<file path="config.mk">
export PLATFORM = sky130hd
export DESIGN_NAME = minmax_frame_scanner
export DESIGN_NICKNAME = d
export VERILOG_FILES = /design/src/rtl/minmax_frame_scanner_pkg.sv /design/src/rtl/minmax_frame_scanner_lane_cmp_tree.sv /design/src/rtl/minmax_frame_scanner.sv
export SDC_FILE = /design/constraint.sdc
export NUM_CORES = 1
export LEC_CHECK = 0
export CAP_MARGIN = 5
export CORE_AREA = 2 2 103 130
export CTS_BUF_LIST = sky130_fd_sc_hd__clkbuf_4 sky130_fd_sc_hd__clkbuf_8
export DETAILED_ROUTE_END_ITERATION = 10
export DIE_AREA = 0 0 105 132
export MAX_ROUTING_LAYER = met4
export PLACE_DENSITY = 0.63
export REMOVE_ABC_BUFFERS = 1
export SKIP_LAST_GASP = 1
export SLEW_MARGIN = 10
export SYNTH_ARGS = -nofsm -noshare
export SYNTH_HDL_FRONTEND = slang
export SYNTH_HIERARCHICAL = 1
export SYNTH_SLANG_ARGS = --single-unit
</file>
<file path="constraint.sdc">
create_clock -name clk -period 6.7 [get_ports clk]
set_clock_uncertainty 0.05 [all_clocks]
set_input_delay 1.34 -clock clk [delete_from_list [all_inputs] [get_ports clk]]
set_output_delay 1.34 -clock clk [all_outputs]
set_load 0.005 [all_outputs]
</file>
<file path="src/rtl/minmax_frame_scanner_pkg.sv">
// Shared definitions for the min/max frame scanner.
//   state_t  : frame FSM states
//   MODE_MIN : mode value selecting the minimum search
//   MODE_MAX : mode value selecting the maximum search
package minmax_frame_scanner_pkg;

    typedef enum logic [1:0] {
        ST_IDLE,
        ST_ACCUM,
        ST_DRAIN,
        ST_HOLD
    } state_t;

    localparam logic MODE_MIN = 1'b0;
    localparam logic MODE_MAX = 1'b1;

endpackage

</file>
<file path="src/rtl/minmax_frame_scanner_lane_cmp_tree.sv">
// Combinational reduction of LANES samples to the single best one.
//   data  : LANES packed samples, lane k at [k*WIDTH +: WIDTH]
//   mode  : MODE_MIN or MODE_MAX
//   value : winning sample
//   lane  : lane index of the winner; ties go to the lowest lane
module lane_cmp_tree
    import minmax_frame_scanner_pkg::*;
#(
    parameter int unsigned WIDTH  = 8,
    parameter int unsigned LANES  = 4,
    parameter int unsigned SIGNED = 0,
    localparam int unsigned LANE_W = (LANES > 1) ? $clog2(LANES) : 1
) (
    input  logic [LANES*WIDTH-1:0] data,
    input  logic                   mode,
    output logic [WIDTH-1:0]       value,
    output logic [LANE_W-1:0]      lane
);

    // Flipping the sign bit maps two's-complement order onto unsigned order.
    localparam logic [WIDTH-1:0] FLIP = (SIGNED != 0) ? {1'b1, {(WIDTH-1){1'b0}}} : '0;

    function automatic logic better(input logic [WIDTH-1:0] a, input logic [WIDTH-1:0] b,
                                    input logic m);
        logic [WIDTH-1:0] ka;
        logic [WIDTH-1:0] kb;
        ka = a ^ FLIP;
        kb = b ^ FLIP;
        // Strict compare: an equal later lane never displaces an earlier one.
        better = (m == MODE_MAX) ? (ka > kb) : (ka < kb);
    endfunction

    always_comb begin
        value = data[0 +: WIDTH];
        lane  = '0;
        for (int unsigned k = 1; k < LANES; k++) begin
            if (better(data[k*WIDTH +: WIDTH], value, mode)) begin
                value = data[k*WIDTH +: WIDTH];
                lane  = LANE_W'(k);
            end
        end
    end

endmodule

</file>
<file path="src/rtl/minmax_frame_scanner.sv">
// Streaming min/max scanner: reduces each frame of multi-lane beats to the
// winning sample, its index (beat*LANES + lane) and the frame length.
//   clk, resetn          : clock, asynchronous active-low reset
//   mode                 : 0 = minimum, 1 = maximum; latched on the first beat
//   in_valid/in_ready    : input beat handshake
//   in_data, in_last     : LANES samples per beat, end-of-frame marker
//   out_valid/out_ready  : result handshake; result held until consumed
//   out_value, out_index : winning sample and its (saturated) index
//   out_beats, out_ovf   : saturated beat count, index range exceeded
module minmax_frame_scanner
    import minmax_frame_scanner_pkg::*;
#(
    parameter int unsigned WIDTH  = 8,
    parameter int unsigned LANES  = 4,
    parameter int unsigned IDX_W  = 16,
    parameter int unsigned SIGNED = 0
) (
    input  logic                   clk,
    input  logic                   resetn,
    input  logic                   mode,
    input  logic                   in_valid,
    output logic                   in_ready,
    input  logic [LANES*WIDTH-1:0] in_data,
    input  logic                   in_last,
    output logic                   out_valid,
    input  logic                   out_ready,
    output logic [WIDTH-1:0]       out_value,
    output logic [IDX_W-1:0]       out_index,
    output logic [IDX_W-1:0]       out_beats,
    output logic                   out_ovf
);

    localparam int unsigned LANE_W = (LANES > 1) ? $clog2(LANES) : 1;
    // Wide enough for (2**IDX_W-1)*LANES + LANES-1 without wrapping.
    localparam int unsigned WIDE_W = IDX_W + LANE_W;
    localparam logic [WIDE_W-1:0] MAX_IDX = WIDE_W'({IDX_W{1'b1}});

    state_t state_q, state_d;

    logic               accept;
    logic               first;
    logic               mode_q;
    logic               mode_eff;
    logic [WIDTH-1:0]   beat_value;
    logic [LANE_W-1:0]  beat_lane;
    logic [IDX_W-1:0]   beat_cnt;
    logic [IDX_W-1:0]   beat_num;
    logic [WIDE_W-1:0]  beat_base;
    logic [WIDE_W-1:0]  beat_idx;
    logic               beat_ovf;

    logic               s1_valid, s1_last, s1_first, s1_mode, s1_ovf;
    logic [WIDTH-1:0]   s1_value;
    logic [WIDE_W-1:0]  s1_idx;

    logic [WIDTH-1:0]   merge_value;
    logic               merge_lane;
    logic               s2_done;

    logic [WIDTH-1:0]   acc_value;
    logic [IDX_W-1:0]   acc_index;
    logic               acc_ovf;

    assign in_ready  = (state_q == ST_IDLE) || (state_q == ST_ACCUM);
    assign out_valid = (state_q == ST_HOLD);
    assign accept    = in_valid && in_ready;
    assign first     = (state_q == ST_IDLE);
    assign mode_eff  = first ? mode : mode_q;

    // Stage 1: per-beat lane reduction.
    lane_cmp_tree #(.WIDTH(WIDTH), .LANES(LANES), .SIGNED(SIGNED)) u_lanes (
        .data  (in_data),
        .mode  (mode_eff),
        .value (beat_value),
        .lane  (beat_lane)
    );

    assign beat_num  = first ? '0 : beat_cnt;
    assign beat_base = WIDE_W'(beat_num) * WIDE_W'(LANES);
    assign beat_idx  = beat_base + WIDE_W'(beat_lane);
    assign beat_ovf  = (beat_base + WIDE_W'(LANES - 1)) > MAX_IDX;

    // Stage 2: accumulator sits in lane 0 so ties keep the earlier beat.
    lane_cmp_tree #(.WIDTH(WIDTH), .LANES(2), .SIGNED(SIGNED)) u_merge (
        .data  ({s1_value, acc_value}),
        .mode  (s1_mode),
        .value (merge_value),
        .lane  (merge_lane)
    );

    always_ff @(posedge clk or negedge resetn) begin
        if (!resetn) begin
            state_q <= ST_IDLE;
        end else begin
            state_q <= state_d;
        end
    end

    always_comb begin
        state_d = state_q;
        unique case (state_q)
            ST_IDLE:  if (accept) state_d = in_last ? ST_DRAIN : ST_ACCUM;
            ST_ACCUM: if (accept && in_last) state_d = ST_DRAIN;
            ST_DRAIN: if (s2_done) state_d = ST_HOLD;
            ST_HOLD:  if (out_ready) state_d = ST_IDLE;
            default:  state_d = ST_IDLE;
        endcase
    end

    always_ff @(posedge clk or negedge resetn) begin
        if (!resetn) begin
            mode_q    <= MODE_MIN;
            beat_cnt  <= '0;
            s1_valid  <= 1'b0;
            s1_last   <= 1'b0;
            s1_first  <= 1'b0;
            s1_mode   <= MODE_MIN;
            s1_ovf    <= 1'b0;
            s1_value  <= '0;
            s1_idx    <= '0;
            s2_done   <= 1'b0;
            acc_value <= '0;
            acc_index <= '0;
            acc_ovf   <= 1'b0;
        end else begin
            s1_valid <= accept;
            s2_done  <= s1_valid && s1_last;
            if (accept) begin
                if (first) begin
                    mode_q   <= mode;
                    beat_cnt <= IDX_W'(1);
                end else if (beat_cnt != '1) begin
                    beat_cnt <= beat_cnt + IDX_W'(1);
                end
                s1_last  <= in_last;
                s1_first <= first;
                s1_mode  <= mode_eff;
                s1_ovf   <= beat_ovf;
                s1_value <= beat_value;
                s1_idx   <= beat_idx;
            end
            if (s1_valid) begin
                acc_value <= s1_first ? s1_value : merge_value;
                if (s1_first || merge_lane) begin
                    acc_index <= (s1_idx > MAX_IDX) ? '1 : s1_idx[IDX_W-1:0];
                end
                acc_ovf <= s1_first ? s1_ovf : (acc_ovf || s1_ovf);
            end
        end
    end

    assign out_value = acc_value;
    assign out_index = acc_index;
    assign out_beats = beat_cnt;
    assign out_ovf   = acc_ovf;

endmodule

</file>
==> reports/qor.yml <==
finish:
  fin_nets: 753
  layout-drive-gt1-share: 0.2225
  syn2layout_area_growth_pct: 36.66
  fillerInstances: 1206
  diodes: 0
  layout.cells.non_filler: 851
  finish.instance_area_sq_um: 6749
critical_path:
  arrival_ns: 6.64
  endpoint_kind: "register"
  r2r_setup_slack_ns: 0.80
  cp.required_ns: 6.89
  cp_num_buf_inv: 4
  cp_common_cell: "nor2_2"
  worstPathMaxFanout: 8
  critPathLaunchType: "input port"
  slowest_stage: "clkdlybuf4s50_1"
  path_delay_family: "compound AO/OA/AOI/OAI gates"
  setup.worst_path.class: "in2reg"
  critical-path-max-stage-delay_ns: 0.41
placed_design:
  dp.cells: 828
  port-buffer-count: 80
  placed_cell_area_sq_um: 6175
  place.gp.congestion: 0.8585
  dp_hpwl_mm: 9.069
power_and_ir_drop:
  pwr_density_cell_nw_per_um2: 406.0
  leakagePower_nw: 3.096
  p_switching_w: 0.001138
  intPower_w: 0.001602
  irDropWorstVdd_v: 0.0001415
  pwr-share-seq: 0.275
  p_comb_frac: 0.603
  swShare: 0.4153
  clkPwrFrac: 0.122
clocking:
  clk_pin_slew_worst_paths_ns: 0.09
  numCtsBuffers: 9
  worstSkewPairLatency_ns: 0.35
  htreeDepth: 3
  hold_buffers: 0
  cts_root_buf: "clkbuf_8"
  cts_tree: "built"
  clockBufferDepth: 2
  clock-sinks: 75
sta:
  finalSetupViolCount: 0
  relSlewSlack: 0.3364
  final_max_slew_viol_count: 0
  finalCritPeriodShare: 0.9621
  period_needed_ns: 6.446
  finalHoldViolations: 0
  fmax_mhz: 155.1
  hold_ws_ns: 0.4306
  worst-slew-pin-transition_ns: 0.9953
synth:
  async_reset_ff_frac: 1.000
  synth-edff-count: 0
  synth-seq-cells: 75
  ys_seq_area_frac: 0.3800
  syn_area_sq_um: 4938
  synth_area_per_cell_sq_um: 8.819
  syn_inst: 560
  ys_types: 71
  yosysWarnings: 6
  synthFlopType: "dfrtp_1"
floorplan:
  core-area_sq_um: 12550
  ios: 81
  die_h_um: 132
  num_rows: 46
  initial_core_util: 0.3936
  die_w_um: 105
  die_area_sq_um: 13860
routing:
  num_vias: 4430
  drt_iter0_markers: 170
  vias_per_cell: 5.206
  routed_wl_mm: 12.44
  wl_per_cell_um: 14.62
  ant_nets: 0
  drc_errors: 0
  dr.pass1.iters: 4
grt:
  overflow: 0
  antenna_found_initial: 0
  grt_pass1_wl_mm: 20.51
  grt_start_max_net_pins: 76
  grt_use_total: 0.1839
  grt_pass1_vias: 4388
run_status:
  status: "finished clean"
job:
  max-cap-violations: 0
min_path:
  min_path_type: "reg2reg"
logic make-up (layout without fill, tap and decap cells):
| family | after synthesis | after routing | synth area share |
|---|---|---|---|
| AOI/OAI and AO/OA | 141 | 141 | 0.2017 |
| muxes | 32 | 32 | 0.07144 |
| buffers and inverters | 61 | 183 | 0.05219 |
| xor gates and xnor gates | 1 | 1 | 0.001774 |
| DFF | 75 | 75 | 0.3800 |
| and+or+nand+nor | 213 | 214 | 0.1991 |
| adders and majority gates | 37 | 37 | 0.09374 |
worst register-to-register path, delay by kind of cell, from the launching register on:
family                     cells  cell delay, ns
AOI/OAI and AO/OA              9            1.96
adders and majority gates      3            0.78
buffers and inverters          4            0.52
DFF                            1            0.41
muxes                          3            0.82
and+or+nand+nor               10            1.27
per-layer routing:
| metal | up-vias | part of all wire | track usage |
|---|---|---|---|
| met3 | 15 | 0.047 | 0.02916 |
| met1 | 2096 | 0.42 | 0.2134 |
| met2 | 108 | 0.52 | 0.3232 |
| met5 | - | 0 | - |
| met4 | 0 | 0.017 | 0.05926 |
| li1 | 2211 | - | - |
Yosys cell counts (all sizes together) (2+ instances only):
library cell,count,share of area
buf,8,0.010
ha,37,0.094
a31oi,4,0.0051
nand3,9,0.0091
a211oi,4,0.0086
o41ai,2,0.0035
o211a,2,0.0041
nand4,10,0.014
a21oi,26,0.028
o22a,2,0.0041
dfrtp,75,0.38
nand2,96,0.073
or2,5,0.0063
o31ai,7,0.017
a22o,2,0.0035
o311ai,3,0.0053
or3,2,0.0035
nor4,2,0.0025
nor2,47,0.036
inv,37,0.028
nor3,6,0.0061
mux2,13,0.030
a221o,7,0.014
o211ai,6,0.010
a22oi,2,0.0030
a2111o,2,0.0046
a21o,4,0.0063
nor2b,11,0.014
and3,3,0.0051
o21bai,2,0.0038
o221ai,2,0.0035
or2b,3,0.0046
clkbuf,15,0.011
o22ai,2,0.0025
o21ai,54,0.055
and2,3,0.0043
nand2b,14,0.018
mux2i,19,0.041
repair_timing:
item / 4_1_cts / 5_1_grt
gates resized for setup: 35 / 45
setup buffers: 4 / 2
pin swaps: 19 / 9
cloned: 1 / 0
setup endpoints to repair: 10 / 10
cells in the final DEF, fill, tap and decap left out, types with 16 or more instances in the layout:
cell type,Yosys,final
a21oi_1,24,20
buf_4,1,47
clkdlybuf4s50_1,0,63
dfrtp_1,75,75
dlymetal6s2s_1,1,16
ha_1,37,25
inv_1,37,26
mux2i_1,18,16
nand2_1,96,94
nor2_1,47,44
o21ai_0,50,41
registers in the layout, summed over array words and instances (netlist names):
signal / count
s2_done: 1
out_index: 16
out_value: 8
s1_first: 1
s1_mode: 1
s1_value: 8
s1_last: 1
out_beats: 16
s1_ovf: 1
out_ovf: 1
s1_valid: 1
state_q: 2
s1_idx: 18
metrics by stage:
stage                 util  setup TNS, ns  power [W]  worst slack, ns
CTS                 0.5209              0   0.002699          0.02130
finish              0.5379              0   0.002740           0.2537
global placement    0.4921         -6.102   0.002210          -0.6701
floorplan                -         -5.191   0.001647          -0.5896
global route        0.5379     -0.0009428   0.002976       -0.0009428
detailed placement  0.4921         -7.846   0.002257          -0.8593
final timing paths:
path | depth (start not counted) | start | to
worst max-delay path | 28 | mode | s1_value[0]
worst min-delay path | 2 | out_index[13] | out_index[13]
worst max register to register | 29 | state_q[0] | s1_value[0]
worst min register to register | 2 | out_index[13] | out_index[13]
max in group asynchronous | 1 | resetn | out_value[5]
min in group asynchronous | 1 | resetn | out_index[8]
area by class of cell:
| class | instances | area (sq um) | area share |
|---|---|---|---|
| clock buffer | 9 | 123.9 | 0.01835 |
| clock inverter | 7 | 65.06 | 0.009640 |
| inverter | 37 | 138.9 | 0.02058 |
| multi-input combinational | 425 | 3097 | 0.4588 |
| sequential | 75 | 1877 | 0.2781 |
| tap | 168 | 210.2 | 0.03115 |
| timing repair buffer | 130 | 1237 | 0.1834 |
power by group through the flow:
stage	Combinational [W]	Clock (W)	Sequential (W)
6_report	0.00165	0.000335	0.000752
5_1_grt	0.00183	0.000366	0.000783
3_3_place_gp	0.00145	0	0.000757
3_5_place_dp	0.00149	0	0.000763
2_1_floorplan	0.000923	0	0.000724
4_1_cts	0.00160	0.000349	0.000754
Note: power is estimated with default switching activity, not from simulation.
